==> config.mk <==
export PLATFORM = sky130hd
export DESIGN_NAME = ball_physics
export DESIGN_NICKNAME = d
export VERILOG_FILES = /design/src/rtl/ball_physics.sv
export SDC_FILE = /design/constraint.sdc
export NUM_CORES = 1
export LEC_CHECK = 0
export CAP_MARGIN = 20
export CORE_UTILIZATION = 39
export CTS_CLUSTER_DIAMETER = 30
export DETAILED_ROUTE_END_ITERATION = 10
export GPL_ROUTABILITY_DRIVEN = 0
export PLACE_DENSITY = 0.66
export SLEW_MARGIN = 20
export SYNTH_ARGS = -nofsm -noshare
export SYNTH_HDL_FRONTEND = slang
export SYNTH_SLANG_ARGS = --single-unit
==> constraint.sdc <==
create_clock -name frame_clk -period 9.2 [get_ports frame_clk]
set_input_delay 1.84 -clock frame_clk [delete_from_list [all_inputs] [get_ports frame_clk]]
set_output_delay 1.84 -clock frame_clk [all_outputs]
set_load 0.01 [all_outputs]
==> src/rtl/ball_physics.sv <==
// rtl/ball_physics.sv - per-frame ball kinematics with gravity, bounces and goal detection
module ball_physics #(
  parameter int COORD_W     = 10,
  parameter int VEL_W       = 8,
  parameter int BALL_S      = 12,
  parameter int X_MIN       = 0,
  parameter int X_MAX       = 639,
  parameter int Y_MIN       = 0,
  parameter int Y_FLOOR     = 440,
  parameter int GOAL_TOP    = 340,
  parameter int X_CENTER    = 320,
  parameter int SPAWN_Y     = 100,
  parameter int GRAVITY     = 1,
  parameter int GRAV_DIV    = 2,
  parameter int VMAX        = 15,
  parameter int HOLD_FRAMES = 60
) (
  input  logic               frame_clk,
  input  logic               Reset,
  input  logic               kick_valid,
  input  logic [VEL_W-1:0]   kick_vx,
  input  logic [VEL_W-1:0]   kick_vy,
  output logic [COORD_W-1:0] BallX,
  output logic [COORD_W-1:0] BallY,
  output logic [COORD_W-1:0] BallS,
  output logic [VEL_W-1:0]   BallVX,
  output logic [VEL_W-1:0]   BallVY,
  output logic               goal_left,
  output logic               goal_right,
  output logic               in_play
);
  // Positions are resolved in two extra signed bits so a step past 0 stays negative.
  localparam int PW = COORD_W + 2;
  localparam int VW = VEL_W + 1;
  localparam int GW = (GRAV_DIV > 1) ? $clog2(GRAV_DIV) : 1;
  localparam int HW = (HOLD_FRAMES > 0) ? $clog2(HOLD_FRAMES + 1) : 1;

  localparam logic signed [PW-1:0]    P_S     = PW'(BALL_S);
  localparam logic signed [PW-1:0]    P_XMIN  = PW'(X_MIN);
  localparam logic signed [PW-1:0]    P_XMAX  = PW'(X_MAX);
  localparam logic signed [PW-1:0]    P_YMIN  = PW'(Y_MIN);
  localparam logic signed [PW-1:0]    P_FLOOR = PW'(Y_FLOOR);
  localparam logic signed [VW-1:0]    V_MAX   = VW'(VMAX);
  localparam logic signed [VW-1:0]    V_NMAX  = VW'(-VMAX);
  localparam logic signed [VW-1:0]    V_GRAV  = VW'(GRAVITY);
  localparam logic signed [VW-1:0]    V_NOG   = VW'(0);
  localparam logic signed [VEL_W-1:0] V_ZERO  = VEL_W'(0);
  localparam logic signed [VEL_W-1:0] V_ONE   = VEL_W'(1);
  localparam logic signed [VEL_W-1:0] V_NONE  = VEL_W'(-1);
  localparam logic [COORD_W-1:0]      C_REST  = COORD_W'(Y_FLOOR - BALL_S);
  localparam logic [COORD_W-1:0]      C_CEIL  = COORD_W'(Y_MIN + BALL_S);
  localparam logic [COORD_W-1:0]      C_LWALL = COORD_W'(X_MIN + BALL_S);
  localparam logic [COORD_W-1:0]      C_RWALL = COORD_W'(X_MAX - BALL_S);
  localparam logic [COORD_W-1:0]      C_GTOP  = COORD_W'(GOAL_TOP);
  localparam logic [COORD_W-1:0]      C_XC    = COORD_W'(X_CENTER);
  localparam logic [COORD_W-1:0]      C_SY    = COORD_W'(SPAWN_Y);
  localparam logic [GW-1:0]           G_LAST  = GW'(GRAV_DIV - 1);
  localparam logic [GW-1:0]           G_ONE   = GW'(1);
  localparam logic [HW-1:0]           H_LOAD  = HW'(HOLD_FRAMES);
  localparam logic [HW-1:0]           H_ONE   = HW'(1);

  typedef enum logic [1:0] {PLAY, GOAL_HOLD, RESPAWN} state_t;

  state_t                    state_q, state_d;
  logic [GW-1:0]             gcnt_q, gcnt_d;
  logic [HW-1:0]             hcnt_q, hcnt_d;
  logic [COORD_W-1:0]        x_d, y_d;
  logic [VEL_W-1:0]          vx_d, vy_d;
  logic                      gl_d, gr_d;

  logic                      grav_tick, resting, hit_l, hit_r, goal_l, goal_r;
  logic signed [VW-1:0]      g_add, vx_raw, vy_raw;
  logic signed [VEL_W-1:0]   vx_n, vy_n, vx_st, vy_st;
  logic signed [PW-1:0]      x_nx, y_nx;
  logic [COORD_W-1:0]        x_cl, y_cl;

  assign BallS = COORD_W'(BALL_S);

  // Candidate PLAY-frame motion: pick velocity, clamp, move, then resolve Y before X
  always_comb begin
    grav_tick = (gcnt_q == G_LAST);
    g_add     = grav_tick ? V_GRAV : V_NOG;
    if (kick_valid) begin
      vx_raw = VW'($signed(kick_vx));
      vy_raw = VW'($signed(kick_vy));
    end else begin
      vx_raw = VW'($signed(BallVX));
      vy_raw = VW'($signed(BallVY)) + g_add;
    end
    vx_n = VEL_W'((vx_raw > V_MAX) ? V_MAX : ((vx_raw < V_NMAX) ? V_NMAX : vx_raw));
    vy_n = VEL_W'((vy_raw > V_MAX) ? V_MAX : ((vy_raw < V_NMAX) ? V_NMAX : vy_raw));
    x_nx = PW'($signed({1'b0, BallX})) + PW'(vx_n);
    y_nx = PW'($signed({1'b0, BallY})) + PW'(vy_n);

    y_cl  = y_nx[COORD_W-1:0];
    vy_st = vy_n;
    if (y_nx + P_S >= P_FLOOR) begin
      y_cl  = C_REST;
      vy_st = (vy_n >= V_NONE && vy_n <= V_ONE) ? V_ZERO : -(vy_n >>> 1);
    end else if (y_nx - P_S <= P_YMIN) begin
      y_cl  = C_CEIL;
      vy_st = -vy_n;
    end

    // A ball lying on the floor with no vertical motion loses one unit of vx per frame
    resting = !kick_valid && (BallY == C_REST) && (vy_n == V_ZERO);
    vx_st   = vx_n;
    if (resting) begin
      if (vx_n > V_ZERO)      vx_st = vx_n - V_ONE;
      else if (vx_n < V_ZERO) vx_st = vx_n + V_ONE;
    end

    hit_l  = (x_nx - P_S <= P_XMIN);
    hit_r  = !hit_l && (x_nx + P_S >= P_XMAX);
    goal_l = hit_l && (y_cl >= C_GTOP);
    goal_r = hit_r && (y_cl >= C_GTOP);
    x_cl   = x_nx[COORD_W-1:0];
    if (hit_l) begin
      x_cl  = C_LWALL;
      vx_st = -vx_n;
    end else if (hit_r) begin
      x_cl  = C_RWALL;
      vx_st = -vx_n;
    end
  end

  // State register
  always_ff @(posedge frame_clk) begin
    if (Reset) state_q <= PLAY;
    else       state_q <= state_d;
  end

  // Next-state: goal freezes play, hold counts down, respawn lasts one frame
  always_comb begin
    state_d = state_q;
    case (state_q)
      PLAY:      if (goal_l || goal_r) state_d = GOAL_HOLD;
      GOAL_HOLD: if (hcnt_q <= H_ONE)  state_d = RESPAWN;
      RESPAWN:   state_d = PLAY;
      default:   state_d = PLAY;
    endcase
  end

  // Datapath next values per state
  always_comb begin
    x_d    = BallX;
    y_d    = BallY;
    vx_d   = BallVX;
    vy_d   = BallVY;
    gcnt_d = gcnt_q;
    hcnt_d = hcnt_q;
    gl_d   = 1'b0;
    gr_d   = 1'b0;
    case (state_q)
      PLAY: begin
        x_d    = x_cl;
        y_d    = y_cl;
        vx_d   = vx_st;
        vy_d   = vy_st;
        gcnt_d = grav_tick ? '0 : gcnt_q + G_ONE;
        if (goal_l || goal_r) begin
          vx_d   = '0;
          vy_d   = '0;
          hcnt_d = H_LOAD;
          gl_d   = goal_l;
          gr_d   = goal_r;
        end
      end
      GOAL_HOLD: begin
        hcnt_d = (hcnt_q != '0) ? hcnt_q - H_ONE : '0;
        if (state_d == RESPAWN) begin
          x_d    = C_XC;
          y_d    = C_SY;
          vx_d   = '0;
          vy_d   = '0;
          gcnt_d = '0;
        end
      end
      RESPAWN: begin
        x_d    = C_XC;
        y_d    = C_SY;
        vx_d   = '0;
        vy_d   = '0;
        gcnt_d = '0;
      end
      default: ;
    endcase
  end

  // Registered outputs and counters
  always_ff @(posedge frame_clk) begin
    if (Reset) begin
      BallX      <= C_XC;
      BallY      <= C_SY;
      BallVX     <= '0;
      BallVY     <= '0;
      gcnt_q     <= '0;
      hcnt_q     <= '0;
      goal_left  <= 1'b0;
      goal_right <= 1'b0;
      in_play    <= 1'b1;
    end else begin
      BallX      <= x_d;
      BallY      <= y_d;
      BallVX     <= vx_d;
      BallVY     <= vy_d;
      gcnt_q     <= gcnt_d;
      hcnt_q     <= hcnt_d;
      goal_left  <= gl_d;
      goal_right <= gr_d;
      in_play    <= (state_d == PLAY);
    end
  end

endmodule

==> flow_summary.ini, run 1 <==
[status]
outcome = finished clean

[floorplan]
num_rows = 41
die_y_um = 118
start_util = 0.406
chipWidth_um = 118
die-area_um2 = 13800
pin_count = 68
coreArea_um2 = 12800

[detailed_routing]
drc = 0
first_pass_iters = 6
wire_per_inst_um = 15.9
ant_nets = 0
via_count = 5219
drtIter0Drc = 424
finalWirelength_um = 14100
viasPerCell = 5.90

[critical_path]
worst-path-max-fanout = 26
end_kind = flip-flop
r2r_end = BallVX[6]$_SDFFE_PP0P_
reg2reg_depth = 25
cp_slowest_stage_delay_ps = 860
r2r-start = gcnt_q$_SDFFE_PP0P_
worstSetupPathType = in2reg
crit_start = kick_valid
required_ps = 9430
endpoint = BallVX[6]$_SDFFE_PP0P_
start_kind = primary input
r2r_setup_slack_ps = 2290
slowest_stage = clkdlybuf4s50_1
critPathArrivalTime_ps = 8650
path_cells = clkdlybuf4s50_1, buf_4, o32a_1, o21ai_0, nor3_1, nand2b_1, and3_1, inv_1, ha_1, fa_1, a21o_1, a2111oi_0, mux2i_1, xnor2_2, nand2_4, or4_4, mux2i_1, o21ai_1, a31o_1, a32oi_4, buf_4, and2_4, a22o_1

[global_route]
grt_pass1_wl_um = 23200
grt-ovfl-total = 0
grt_pass1_vias = 4733
antenna_found_initial = 0
grtUsageTotal = 0.199
grt_max_degree = 27

[timing]
fin_crit_ps = 8420
min_period_over_period = 0.915
hold_viol = 0
max_slew_margin = 0.431
max_freq_mhz = 119
fin_skew_ps = 4.44
tns_ps = 0
tightest_slew_ps = 853
grt_setup_unrepaired = false
maxSlewViolCount = 0
setup_viol = 0

[pwr]
powerDensity_nw_per_um2 = 384
p_comb_frac = 0.754
p_leak_nw = 2.33
ir_drop_mv = 0.122
p_switching_w = 0.00118
p_int_w = 0.00112
p_clk_frac = 0.082
seqPwrFrac = 0.164
swShare = 0.512

[synthesis]
ys_warn_count = 0
synth-edff-count = 0
synth_simple_gate_area_frac = 0.242
synth_seq_area_share = 0.185
async_flop_share = 0
yosys.cell_types.count = 92
muxShareOfSynthArea = 0.0469
synth-seq-cells = 48
synthTopCellsByArea = dfxtp_1 18%, ha_1 8.9%, nand2_1 4.1%
synth_top_area_cell = dfxtp_1
ys.flop_type = dfxtp_1
synthAdderAreaFrac = 0.0986
syn_area_um2 = 5200
netlist_instances = 671
synth-xor-area-share = 0.0587
synth_compound_area_frac = 0.301
syn_avg_cell_area_um2 = 7.76
synth_top_family_by_area = compound AO/OA/AOI/OAI gates
synth_top_area_frac = 0.185

[placed_design]
dp.cells = 876
io_buffer_count = 57
post-dp-hpwl_um = 10800

[clock_network]
cts_setup_buffers = 0
cts_resized = 0
clkSinkCount = 48
cts_buffers = 5
cts.path.max_buffers = 2
clk_pin_slew_ps = 60
cts.hold.buffers_added = 0
insertion_delay_ps = 290
cts-root-buf = clkbuf_16
cts_tree = done
htree_levels = 2

[layout]
area_growth_pct = 15.1
layout.nets = 769
drive_above_1_share = 0.0702
finalNonFillerCells = 884
fillers = 1239
antenna_cells = 0

[job]
cap_violations = 0

[min_path]
hold_class = reg2reg
whs_path_depth = 1
final cells by class:
cell class | instances | area [um2] | area share
clock buffer | 8 | 146 | 0.0244
inverter | 32 | 120 | 0.0201
multi-input combinational | 560 | 3920 | 0.655
sequential | 48 | 961 | 0.160
tap | 172 | 215 | 0.0359
timing repair buffer | 64 | 623 | 0.104
registers in the layout, indices dropped and copies added, names as in the netlist:
name and flops:
BallVY 8, gcnt_q 1, state_q 2, hcnt_q 6
BallVX 8, goal_right 1, BallY 10, BallX 10
in_play 1, goal_left 1
critical path, delay by kind of cell:
kind                     cells  cell delay, ps
XOR/XNOR                     1             350
buffers and inverters        4            1650
AND/OR/NAND/NOR              6            1820
adder cells (fa/ha/maj)      2             710
multiplexers                 2             350
AO/OA/AOI/OAI                8            1900
cell usage after synthesis (all sizes together), types with 21 or more instances:
master and count:
o21ai 32, dfxtp 48, a21oi 42, inv 32, nand3 25, xnor2 25
nand2 59, buf 24, nor2 43, nor3 34, ha 37, a22o 21
routing by layer:
layer / vias up / global-route usage / share of wire
met5: - / 0 / 0
met4: 0 / 0.0529 / 0.015
met3: 21 / 0.0252 / 0.056
met2: 205 / 0.323 / 0.45
met1: 2415 / 0.277 / 0.48
li1: 2578 / - / -
worst min path at each step:
stage	start	to
after CTS	BallVX[7]$_SDFFE_PP0P_	BallVX[7]$_SDFFE_PP0P_
after global placement	BallVX[7]$_SDFFE_PP0P_	BallVX[7]$_SDFFE_PP0P_
after detailed placement	BallVX[7]$_SDFFE_PP0P_	BallVX[7]$_SDFFE_PP0P_
final	BallVX[7]$_SDFFE_PP0P_	BallVX[7]$_SDFFE_PP0P_
after floorplan	gcnt_q$_SDFFE_PP0P_	gcnt_q$_SDFFE_PP0P_
after global routing	BallVX[7]$_SDFFE_PP0P_	BallVX[7]$_SDFFE_PP0P_
per-stage QoR:
step | utilization | setup slack, ps | hold WS, ps | total power, W | instance area, um2
final | 0.467 | 778 | 515 | 0.00230 | 5990
after global routing | 0.467 | 212 | 524 | 0.00250 | 5990
after CTS | 0.467 | 778 | 515 | 0.00229 | 5990
after detailed placement | 0.456 | 514 | 500 | 0.00209 | 5840
after global placement | 0.456 | 716 | 502 | 0.00205 | 5840
after floorplan | - | 1670 | 465 | 0.00168 | 5230
kinds of logic (layout without fill, tap and decap cells):
| family | after synthesis | in the layout |
|---|---|---|
| and+or+nand+nor | 243 | 243 |
| AOI/OAI and AO/OA | 210 | 210 |
| buffers and inverters | 71 | 104 |
| DFF | 48 | 48 |
| adders and majority gates | 40 | 40 |
| xor gates and xnor gates | 34 | 34 |
| muxes | 23 | 23 |
| other | 2 | 10 |
power groups by stage:
stage / registers [W] / logic [W] / clock network (W)
after floorplan: 0.000370 / 0.00131 / 0
after global placement: 0.000377 / 0.00167 / 0
after detailed placement: 0.000379 / 0.00171 / 0
after CTS: 0.000375 / 0.00172 / 0.000190
after global routing: 0.000388 / 0.00191 / 0.000195
final: 0.000376 / 0.00173 / 0.000188
placed cells by master (no fill, tap or decap), types with 25 or more instances in the layout:
master / instances
inv_1: 30
nor3_1: 32
nand2_1: 57
a21oi_1: 42
ha_1: 37
nor2_1: 43
o21ai_0: 25
dfxtp_1: 48
clkdlybuf4s50_1: 57
Power figures use the tool's default switching activity.
==> run 2: changes to the inputs <==
==> constraint.sdc (replaced) <==
create_clock -name frame_clk -period 9.2 [get_ports frame_clk]
set_input_delay 2.76 -clock frame_clk [delete_from_list [all_inputs] [get_ports frame_clk]]
set_output_delay 2.76 -clock frame_clk [all_outputs]
set_load 0.01 [all_outputs]
==> run 2 against run 1 <==
Die area unchanged. Global-route usage fell by 0.18 points. Sequential cell count did not move. Count of clock-buffer cells in the layout is 1 lower. Critical endpoint is now BallX[8]$_SDFFE_PP1P_. Highest routed layer unchanged.
==> flow_summary.ini, run 2 (synthesis gave the netlist of run 1 again) <==
[detailed_routing]
ant_nets = 0
finalWirelength_um = 13900
wire_per_inst_um = 15.7
viasPerCell = 5.83
first_pass_iters = 5
drtIter0Drc = 382
via_count = 5195
drc = 0

[timing]
max_freq_mhz = 115
hold_slack_ps = 531
max_slew_margin = 0.462
fin_skew_ps = 11.5
fin_crit_ps = 8700
tightest_slew_ps = 804
finalWorstSetupSlack_ps = 496
min_period_over_period = 0.946
setup_viol = 0
grt_setup_unrepaired = false
hold_viol = 0
tns_ps = 0
maxSlewViolCount = 0

[critical_path]
r2r_end = BallVX[7]$_SDFFE_PP0P_
required_ps = 9360
worstSetupPathType = in2reg
critPathTopFamily = compound AO/OA/AOI/OAI gates
r2r_setup_slack_ps = 2680
path_cells = clkdlybuf4s50_1, buf_4, o31ai_1, o21ai_0, nand3_1, ha_1, a211oi_1, or2_2, inv_1, ha_1, o21a_1, o21ai_1, a21oi_1, or3_1, a21o_1, a2111oi_2, mux2_2, nand2_2, o221ai_2, a32oi_4, buf_4, mux2i_1, nand2_1
r2r-start = gcnt_q$_SDFFE_PP0P_
slowest_stage = mux2_2
reg2reg_depth = 25
worst-path-max-fanout = 19
cp_slowest_stage_delay_ps = 490
critPathArrivalTime_ps = 8860
end_kind = flip-flop
worstPathBufferInverterCount = 4
start_kind = primary input

[layout]
reg_top3 = BallX: 10 flops, BallY: 10 flops
layout.nets = 777
fillers = 1256
stdcell_area_um2 = 6070
area_growth_pct = 16.6
antenna_cells = 0
drive_above_1_share = 0.0848
final_util = 0.473
mostFrequentLayoutCells = 57 x nand2_1, 57 x clkdlybuf4s50_1, 48 x dfxtp_1, 43 x nor2_1, 42 x a21oi_1

[clock_network]
clkSinkCount = 48
clk_pin_slew_ps = 60
insertion_delay_ps = 290
cts-root-buf = clkbuf_16
cts.path.max_buffers = 2
cts_buffers = 5
cts_tree = done
htree_levels = 2

[min_path]
whs_path_depth = 1
hp-start = BallVY[7]$_SDFFE_PP0P_
hold_class = reg2reg
holdPathEnd = BallVY[7]$_SDFFE_PP0P_

[global_route]
grt_pass1_wl_um = 23000
grtUsageTotal = 0.197
antenna_found_initial = 0
grt_pass1_vias = 4720
grt-ovfl-total = 0
grt_max_degree = 23

[pwr]
powerDensity_nw_per_um2 = 383
ir_drop_mv = 0.128
p_leak_nw = 2.37

[placed_design]
placed_cell_area_um2 = 5890
io_buffer_count = 57
pre_cts_ws_ps = 131
post-dp-hpwl_um = 10800

[floorplan]
pin_count = 68
start_util = 0.406
chipWidth_um = 118
coreArea_um2 = 12800
die-area_um2 = 13800
num_rows = 41
die_y_um = 118

[job]
cap_violations = 0

[status]
outcome = finished clean
[run 2: how the worst max path moves through the flow]
stage | slack (ps) | end | cells past startpoint | from
detailed placement | 130 | BallX[8]$_SDFFE_PP1P_ | 24 | kick_valid
global route | 10 | BallX[8]$_SDFFE_PP1P_ | 23 | kick_valid
floorplan | 750 | BallVX[2]$_SDFFE_PP0P_ | 27 | kick_valid
global placement | 240 | BallX[8]$_SDFFE_PP1P_ | 22 | kick_valid
finish | 500 | BallX[8]$_SDFFE_PP1P_ | 23 | kick_valid
CTS | 390 | BallX[8]$_SDFFE_PP1P_ | 24 | kick_valid
[run 2: per-stage QoR]
step	total power, W	std cells
finish	0.00232	891
global route	0.00252	891
CTS	0.00230	889
detailed placement	0.00209	882
global placement	0.00206	882
floorplan	0.00168	679
[run 2: layout make-up]
type / instances / area [um2] / share of cell area
Clock buffer: 7 / 153 / 0.0252
Inverter: 32 / 120 / 0.0198
Multi-Input combinational cell: 560 / 3930 / 0.649
Sequential cell: 48 / 961 / 0.158
Tap cell: 172 / 215 / 0.0355
Timing Repair Buffer: 72 / 683 / 0.113
[run 2: worst reg2reg max path, delay by kind of cell (launching register included)]
family / cells / cell delay (ps)
XOR/XNOR: 1 / 340
AND/OR/NAND/NOR: 8 / 1970
buffers and inverters: 2 / 330
adder cells (fa/ha/maj): 4 / 1080
flip-flops: 1 / 420
multiplexers: 2 / 380
AO/OA/AOI/OAI: 8 / 1890
[run 2: metal layers]
| layer | vias to the layer above | track usage | wire, um |
|---|---|---|---|
| li1 | 2594 | - | - |
| met1 | 2402 | 0.280 | 6880 |
| met2 | 178 | 0.311 | 6200 |
| met3 | 21 | 0.0291 | 659 |
| met4 | 0 | 0.0521 | 211 |
| met5 | - | 0 | 0 |
[run 2: repair_timing]
| action | 4_1_cts | 5_1_grt |
|---|---|---|
| endpoints found under the setup margin | 0 | 33 |
| resized for setup | 0 | 2 |
| hold buffers | 0 | 0 |
| buffers inserted | 0 | 2 |
| hold endpoints to repair | 0 | 0 |
[run 2: where the power goes]
part | leakage, nW | switching, W | total, W | internal, W
clock | 0.0760 | 0.0000783 | 0.000193 | 0.000114
combinational | 1.90 | 0.00100 | 0.00176 | 0.000752
sequential | 0.395 | 0.0000928 | 0.000376 | 0.000283
total | 2.37 | 0.00118 | 0.00232 | 0.00115
